## src/rtl/snake_pkg.sv

```systemverilog
// Shared codes and constants for the snake game-logic core: directions,
// status, colours, FSM states and the reset body placement.
package snake_pkg;

  typedef enum logic [1:0] {
    DIR_UP    = 2'b00,
    DIR_DOWN  = 2'b01,
    DIR_LEFT  = 2'b10,
    DIR_RIGHT = 2'b11
  } dir_e;

  typedef enum logic [1:0] {
    ST_RUN  = 2'b00,
    ST_WALL = 2'b01,
    ST_SELF = 2'b10,
    ST_WIN  = 2'b11
  } status_e;

  typedef enum logic [2:0] {
    S_INIT,
    S_IDLE,
    S_MOVE,
    S_SCAN,
    S_ERASE,
    S_DRAW,
    S_DEAD,
    S_WIN
  } state_e;

  localparam logic [2:0] COL_ERASE = 3'b000;
  localparam logic [2:0] COL_BODY  = 3'b010;

  // Reset body lies on one row, tail at RST_TAIL_X, head at RST_TAIL_X+RST_LEN-1.
  localparam int         RST_LEN    = 3;
  localparam logic [5:0] RST_TAIL_X = 6'd18;
  localparam logic [4:0] RST_Y      = 5'd15;

  // Up/down share bit 1 = 0, left/right share bit 1 = 1; a reversal stays
  // on the same axis but flips bit 0.
  function automatic logic is_reversal(input logic [1:0] cur, input logic [1:0] req);
    return (cur[1] == req[1]) && (cur[0] != req[0]);
  endfunction

endpackage

```

## src/rtl/snake_engine_cell_plotter.sv

```systemverilog
// Streams the 16 pixels of one 4x4 grid cell, row-major with x offset
// fastest, starting the cycle after start; done marks the final pixel.
module cell_plotter
  import snake_pkg::*;
(
  input  logic       clk,
  input  logic       reset_n,
  input  logic       start,
  input  logic [5:0] cell_x,
  input  logic [4:0] cell_y,
  input  logic [2:0] colour_in,
  output logic [7:0] x_out,
  output logic [6:0] y_out,
  output logic [2:0] colour,
  output logic       plot,
  output logic       done
);

  logic       active;
  logic [3:0] cnt;
  logic [5:0] cx;
  logic [4:0] cy;
  logic [2:0] col;

  // A start while active restarts the counter, so cells can run back to back.
  always_ff @(posedge clk or negedge reset_n) begin
    if (!reset_n) begin
      active <= 1'b0;
      cnt    <= '0;
    end else if (start) begin
      active <= 1'b1;
      cnt    <= '0;
    end else if (active) begin
      cnt <= cnt + 4'd1;
      if (cnt == 4'hF) active <= 1'b0;
    end
  end

  always_ff @(posedge clk) begin
    if (start) begin
      cx  <= cell_x;
      cy  <= cell_y;
      col <= colour_in;
    end
  end

  assign plot   = active;
  assign done   = active && (cnt == 4'hF);
  assign x_out  = active ? {cx, cnt[1:0]} : 8'd0;
  assign y_out  = active ? {cy, cnt[3:2]} : 7'd0;
  assign colour = active ? col : COL_ERASE;

endmodule

```

## src/rtl/snake_engine.sv

```systemverilog
// Snake game-logic core: moves the body one cell per game tick, detects wall,
// self and food hits, and streams erase/draw pixels for the changed cells.
module snake_engine
  import snake_pkg::*;
#(
  parameter int GRID_W  = 40,
  parameter int GRID_H  = 30,
  parameter int MAX_LEN = 64
) (
  input  logic       clk,
  input  logic       reset_n,
  input  logic       game_tick,
  input  logic [1:0] dir,
  input  logic [5:0] food_x,
  input  logic [4:0] food_y,
  output logic [7:0] x_out,
  output logic [6:0] y_out,
  output logic [2:0] colour,
  output logic       plot,
  output logic       ate,
  output logic [1:0] status,
  output logic       busy
);

  localparam int PTR_W = $clog2(MAX_LEN);
  localparam int LEN_W = $clog2(MAX_LEN + 1);
  localparam logic signed [7:0] GW_S = 8'(GRID_W);
  localparam logic signed [7:0] GH_S = 8'(GRID_H);

  state_e             state, state_nx;
  dir_e               cur_dir;
  logic [5:0]         body_x [MAX_LEN];
  logic [4:0]         body_y [MAX_LEN];
  logic [PTR_W-1:0]   head_ptr, tail_ptr;
  logic [LEN_W-1:0]   len, scan_cnt;
  logic [1:0]         init_seg;
  logic               grow, win_pend;
  logic [5:0]         new_x;
  logic [4:0]         new_y;

  logic signed [7:0]  nx_s, ny_s;
  logic               off_grid, grow_c, hit, scan_last;
  logic [PTR_W-1:0]   scan_idx;
  logic               plt_start, plt_done;
  logic [5:0]         plt_x;
  logic [4:0]         plt_y;
  logic [2:0]         plt_col;

  function automatic logic [PTR_W-1:0] ptr_inc(input logic [PTR_W-1:0] p);
    return (32'(p) == MAX_LEN - 1) ? '0 : p + 1'b1;
  endfunction

  // Operands are both below MAX_LEN, so a single conditional subtract wraps.
  function automatic logic [PTR_W-1:0] ptr_add(input logic [PTR_W-1:0] p,
                                               input logic [LEN_W-1:0] off);
    logic [LEN_W:0] s;
    s = (LEN_W+1)'(p) + (LEN_W+1)'(off);
    if (s >= (LEN_W+1)'(MAX_LEN)) s = s - (LEN_W+1)'(MAX_LEN);
    return s[PTR_W-1:0];
  endfunction

  // Candidate head; widened and signed so stepping off either edge is visible.
  always_comb begin
    nx_s = {2'b00, body_x[head_ptr]};
    ny_s = {3'b000, body_y[head_ptr]};
    case (cur_dir)
      DIR_UP:    ny_s = ny_s - 8'sd1;
      DIR_DOWN:  ny_s = ny_s + 8'sd1;
      DIR_LEFT:  nx_s = nx_s - 8'sd1;
      DIR_RIGHT: nx_s = nx_s + 8'sd1;
      default: ;
    endcase
  end

  assign off_grid  = (nx_s < 8'sd0) || (nx_s >= GW_S) || (ny_s < 8'sd0) || (ny_s >= GH_S);
  assign grow_c    = (nx_s[5:0] == food_x) && (ny_s[4:0] == food_y);
  assign scan_idx  = ptr_add(tail_ptr, scan_cnt);
  assign hit       = (body_x[scan_idx] == new_x) && (body_y[scan_idx] == new_y);
  assign scan_last = (scan_cnt == len - 1'b1);

  // Next state and plotter requests; a cell is launched one cycle before the
  // state that owns its pixels so plot lines up with INIT/ERASE/DRAW.
  always_comb begin
    state_nx  = state;
    plt_start = 1'b0;
    plt_x     = new_x;
    plt_y     = new_y;
    plt_col   = COL_BODY;
    case (state)
      S_INIT: begin
        if (!plot) begin
          plt_start = 1'b1;
          plt_x     = body_x[PTR_W'(init_seg)];
          plt_y     = body_y[PTR_W'(init_seg)];
        end else if (plt_done) begin
          if (init_seg == 2'(RST_LEN - 1)) begin
            state_nx = S_IDLE;
          end else begin
            plt_start = 1'b1;
            plt_x     = body_x[PTR_W'(init_seg + 2'd1)];
            plt_y     = body_y[PTR_W'(init_seg + 2'd1)];
          end
        end
      end
      S_IDLE: if (game_tick) state_nx = S_MOVE;
      S_MOVE: state_nx = off_grid ? S_DEAD : S_SCAN;
      S_SCAN: begin
        if (hit) begin
          state_nx = S_DEAD;
        end else if (scan_last) begin
          plt_start = 1'b1;
          if (grow) begin
            state_nx = S_DRAW;
          end else begin
            state_nx = S_ERASE;
            plt_x    = body_x[tail_ptr];
            plt_y    = body_y[tail_ptr];
            plt_col  = COL_ERASE;
          end
        end
      end
      S_ERASE: begin
        if (plt_done) begin
          state_nx  = S_DRAW;
          plt_start = 1'b1;
        end
      end
      S_DRAW: if (plt_done) state_nx = win_pend ? S_WIN : S_IDLE;
      default: ;
    endcase
  end

  always_ff @(posedge clk or negedge reset_n) begin
    if (!reset_n) begin
      state    <= S_INIT;
      cur_dir  <= DIR_RIGHT;
      head_ptr <= PTR_W'(RST_LEN - 1);
      tail_ptr <= '0;
      len      <= LEN_W'(RST_LEN);
      scan_cnt <= '0;
      init_seg <= '0;
      grow     <= 1'b0;
      win_pend <= 1'b0;
      status   <= ST_RUN;
      ate      <= 1'b0;
      busy     <= 1'b0;
      for (int i = 0; i < MAX_LEN; i++) begin
        body_x[i] <= (i < RST_LEN) ? RST_TAIL_X + 6'(i) : 6'd0;
        body_y[i] <= RST_Y;
      end
    end else begin
      state <= state_nx;
      busy  <= !(state_nx == S_IDLE || state_nx == S_DEAD);
      ate   <= (state == S_SCAN) && (state_nx == S_DRAW);
      case (state)
        S_INIT: if (plt_done) init_seg <= init_seg + 2'd1;
        S_IDLE: if (game_tick && !is_reversal(cur_dir, dir)) cur_dir <= dir_e'(dir);
        S_MOVE: begin
          grow     <= grow_c;
          scan_cnt <= grow_c ? LEN_W'(0) : LEN_W'(1);
          if (off_grid) status <= ST_WALL;
        end
        S_SCAN: begin
          if (hit) begin
            status <= ST_SELF;
          end else if (scan_last) begin
            // Commit the move: new head enters the ring; the old tail is
            // already latched by the plotter when it is being erased.
            head_ptr <= ptr_inc(head_ptr);
            body_x[ptr_inc(head_ptr)] <= new_x;
            body_y[ptr_inc(head_ptr)] <= new_y;
            win_pend <= grow && (len == LEN_W'(MAX_LEN));
            if (grow) begin
              if (len != LEN_W'(MAX_LEN)) len <= len + 1'b1;
            end else begin
              tail_ptr <= ptr_inc(tail_ptr);
            end
          end else begin
            scan_cnt <= scan_cnt + 1'b1;
          end
        end
        S_DRAW: if (plt_done && win_pend) status <= ST_WIN;
        default: ;
      endcase
    end
  end

  always_ff @(posedge clk) begin
    if (state == S_MOVE) begin
      new_x <= nx_s[5:0];
      new_y <= ny_s[4:0];
    end
  end

  cell_plotter u_plotter (
    .clk       (clk),
    .reset_n   (reset_n),
    .start     (plt_start),
    .cell_x    (plt_x),
    .cell_y    (plt_y),
    .colour_in (plt_col),
    .x_out     (x_out),
    .y_out     (y_out),
    .colour    (colour),
    .plot      (plot),
    .done      (plt_done)
  );

endmodule

```

## config.mk

```make
export PLATFORM = sky130hd
export DESIGN_NAME = snake_engine
export DESIGN_NICKNAME = d
export VERILOG_FILES = /design/src/rtl/snake_pkg.sv /design/src/rtl/snake_engine_cell_plotter.sv /design/src/rtl/snake_engine.sv
export SDC_FILE = /design/constraint.sdc
export NUM_CORES = 2
export LEC_CHECK = 0
export BUFFER_PORTS_ARGS = -buffer_cell sky130_fd_sc_hd__buf_2
export CAP_MARGIN = 30
export CORE_ASPECT_RATIO = 0.75
export CORE_MARGIN = 3
export CORE_UTILIZATION = 49
export DETAILED_ROUTE_END_ITERATION = 16
export GPL_ROUTABILITY_DRIVEN = 0
export PLACE_DENSITY = 0.64
export SYNTH_ARGS = -nofsm -noshare
export SYNTH_HDL_FRONTEND = slang
export SYNTH_SLANG_ARGS = --single-unit
```

## constraint.sdc

```tcl
create_clock -name clk -period 5.25 [get_ports clk]
set_input_delay 1.05 -clock clk [delete_from_list [all_inputs] [get_ports clk]]
set_output_delay 1.05 -clock clk [all_outputs]
set_load 0.01 [all_outputs]
```

==> impl_metrics.py <==
metrics = {
    "status": {
        "outcome": "finished, violations left",
        "violations": "setup timing",
    },
    "timing": {
        "fin_ws_ns": -0.417,
        "rsz0062_at_grt": "true",
        "max_freq_mhz": 176,
        "max-slew-margin-rel_pct": 18.5,
        "worst_clock_skew_ns": 0.0413,
        "final.setup.tns_ns": -186.45,
        "fin_crit_sh_pct": 108,
        "finalSetupViolations": 744,
        "post-route-min-period_ns": 5.67,
        "holdWs_ns": 0.350,
        "finalHoldViolations": 0,
        "drv_slew": 0,
        "worst_slew_pin_slew_ns": 1.21,
    },
    "grt": {
        "gr-total-overflow": 0,
        "grt_start_max_net_pins": 130,
        "antenna_found_initial": 10,
        "grt_usage_pct": 34.3,
        "first_global_vias": 36662,
        "grt_pass1_wl_um": 266000,
    },
    "critical_path": {
        "critPathArrivalTime_ns": 6.21,
        "start_kind": "flop",
        "critPathMaxFanout": 18,
        "crit_slowest_cell": "fa_4",
        "path_class": "reg2reg",
        "end_kind": "flop",
        "critical_path_buf_inv_count": 7,
        "critPathMaxStageDelay_ns": 0.94,
        "crit_chain": "ha_4 -> fa_4 -> buf_8 -> clkbuf_16 -> buf_6 -> buf_4 -> mux4_2 -> a2111oi_4 -> buf_4 -> nor4_4 -> xor2_1 -> a2111oi_4 -> o2111a_2 -> a31oi_4 -> nand2_4 -> buf_16 -> or4_4 -> buf_12 -> mux2_4",
        "crit_family": "buffers and inverters",
        "critPathRequiredTime_ns": 5.80,
    },
    "yosys": {
        "postSynthAreaPerCell_sq_um": 14.8,
        "yosys.cell_types.count": 88,
        "seq_area_frac_synth_pct": 39.4,
        "async_reset_ff_share_pct": 97.0,
        "synth_area_sq_um": 50100,
        "ys_seq_elements": 771,
        "synth_area_leader_cell": "mux4_2",
        "synth_top_cell_area_share_pct": 28.5,
        "syn_inst": 3385,
        "synth_area_leaders": "mux4_2 (28%), dfrtp_1 (24%), mux2_2 (15%)",
        "ys_warn_count": 0,
        "synth_edf_count": 23,
        "synthFlopType": "dfrtp_1",
    },
    "placement": {
        "io_buffers": 36,
        "hpwl_um": 124000,
    },
    "routing": {
        "drt-total-wl_um": 184000,
        "drcViolationCount": 0,
        "drtIter0Drc": 4999,
        "ant_nets": 0,
        "post_drt_wl_per_cell_um": 37.4,
        "routed-via-count": 36165,
        "firstDrtPassIters": 8,
        "avgViaCountPerCell": 7.38,
    },
    "cts": {
        "path_clk_slew_ns": 0.06,
        "clk_latency_ns": 0.70,
        "h-tree-depth": 3,
        "root_buffer": "clkbuf_16",
        "clockBufferDepth": 3,
        "cts_tree": "built",
        "numClockSinks": 771,
        "numCtsBuffers": 82,
    },
    "cells_and_area": {
        "area_growth_pct": 15.5,
        "final.fill_count": 7590,
        "drive_above_1_share_pct": 63.6,
        "final_nets": 3536,
    },
    "die": {
        "die_height_um": 283,
        "ioPinCount": 39,
        "core_sq_um": 100000,
        "initial_core_util_pct": 50.0,
        "placementRows": 100,
        "die_w_um": 375,
        "die-area_sq_um": 106000,
    },
    "worst_hold_path": {
        "hp-class": "in2async",
    },
    "power": {
        "total_power_mw": 17.0,
        "p_leak_nw": 23.3,
        "cellPowerDensity_nw_per_um2": 294,
        "ir_drop_mv": 0.269,
    },
    "flow_run": {
        "maxCapViolations": 0,
    },
}
[worst paths after layout]
check / endpoint / startpoint / slack (ns) / depth (start not counted)
min in group clk: status[0] / status[0] / 0.52 / 2
max reg2reg: body_x[195] / tail_ptr[0] / -0.42 / 19
min reg2reg: status[0] / status[0] / 0.52 / 2
max: body_x[195] / tail_ptr[0] / -0.42 / 19
min: body_x[191] / reset_n / 0.35 / 1
max in group asynchronous: tail_ptr[1] / reset_n / 3.72 / 2
[routing by layer]
metal / up-vias / track usage (%) / wire length (um)
met2: 2604 / 47.3 / 76400
met5: - / 0 / 224
met3: 600 / 15.7 / 27300
met1: 19158 / 46.5 / 69300
met4: 8 / 15.4 / 10300
li1: 13795 / - / -
[report_power, final]
group | switching, mW | leakage [nW] | internal [mW] | total [mW]
registers | 0.213 | 9.64 | 6.13 | 6.35
logic | 2.66 | 12.3 | 1.76 | 4.43
clock network | 2.63 | 1.40 | 3.61 | 6.25
total | 5.51 | 23.3 | 11.5 | 17.0
[placed cells by master (no fill, tap or decap), types with 14 or more instances in the layout]
| cell | instances |
|---|---|
| clkbuf_8 | 20 |
| buf_2 | 36 |
| dfrtp_1 | 472 |
| edfxtp_1 | 23 |
| mux2i_1 | 39 |
| and2_1 | 40 |
| nor4_4 | 20 |
| a22oi_1 | 30 |
| nor3_1 | 18 |
| ha_1 | 17 |
| mux4_2 | 634 |
| mux2_4 | 68 |
| a21oi_1 | 42 |
| and3_1 | 16 |
| nor2_1 | 67 |
| nand2_1 | 129 |
| xor2_1 | 20 |
| dfstp_2 | 267 |
| nand3_1 | 42 |
| a221oi_1 | 15 |
| o21ai_0 | 31 |
| clkbuf_1 | 21 |
| nand4b_1 | 14 |
| clkbuf_16 | 88 |
| buf_12 | 100 |
| nor2b_1 | 17 |
| xnor2_1 | 42 |
| buf_4 | 241 |
| inv_1 | 26 |
| mux2_2 | 663 |
[logic make-up after synthesis]
| logic type | synth area share [%] |
|---|---|
| XOR/XNOR | 1.19 |
| buffers and inverters | 4.01 |
| adder cells (fa/ha/maj) | 0.489 |
| multiplexers | 46.2 |
| flip-flops | 39.4 |
| AND/OR/NAND/NOR | 4.78 |
| AO/OA/AOI/OAI | 3.92 |
| other | 0.00748 |
[area by class of cell]
| class | instances | area, sq um | area share (%) |
|---|---|---|---|
| diodes | 7 | 17.5 | 0.0302 |
| clock buffers | 126 | 2480 | 4.28 |
| clock inverters | 27 | 348 | 0.600 |
| inverters | 30 | 113 | 0.194 |
| multi-input cells | 2215 | 29100 | 50.2 |
| flip-flops and latches | 771 | 19800 | 34.1 |
| well taps | 1326 | 1660 | 2.86 |
| repair buffers | 401 | 4470 | 7.71 |
[flip-flops by register name, indices dropped and copies added, names as in the netlist, 4 cells and up]
signal,count
new_y,5
body_y,320
tail_ptr,6
u_plotter.cy,5
new_x,6
body_x,384
head_ptr,6
scan_cnt,7
len,7
u_plotter.cnt,4
u_plotter.cx,6
[synthesized netlist by cell type, types with 27 or more instances]
library cell and instances:
mux2_2 670, mux4_2 634, dfrtp_1 480, dfstp_2 268
clkbuf_1 175, nand2_1 129, buf_2 89, nor2_1 69
mux2_4 60, xnor2_1 46, a21oi_1 42, mux2i_1 42
nand3_1 42, and2_1 41, buf_1 39, buf_4 35
buf_6 34, o21ai_0 31, a22oi_1 30, nor3_1 29
inv_1 27
[timing repair]
action | CTS | global route
endpoints found under the hold margin | 0 | 0
gates resized for setup | 32 | 61
hold buffers | 0 | 0
buffers inserted | 0 | 28
pin swaps | 6 | 12
cloned | 4 | 4
endpoints found under the setup margin | 752 | 754
[through the flow]
stage / cell area (sq um) / std cells / utilization (%) / setup slack [ns]
after CTS: 57200 / 4859 / 57.0 / -0.201
after global placement: 54100 / 4699 / 53.9 / -0.438
after global routing: 57900 / 4898 / 57.7 / -0.444
after detailed placement: 54200 / 4702 / 54.0 / -0.450
final: 57900 / 4903 / 57.7 / -0.417
after floorplan: 50100 / 3386 / - / 0.393
No activity file was read; power rests on OpenSTA's default activity.
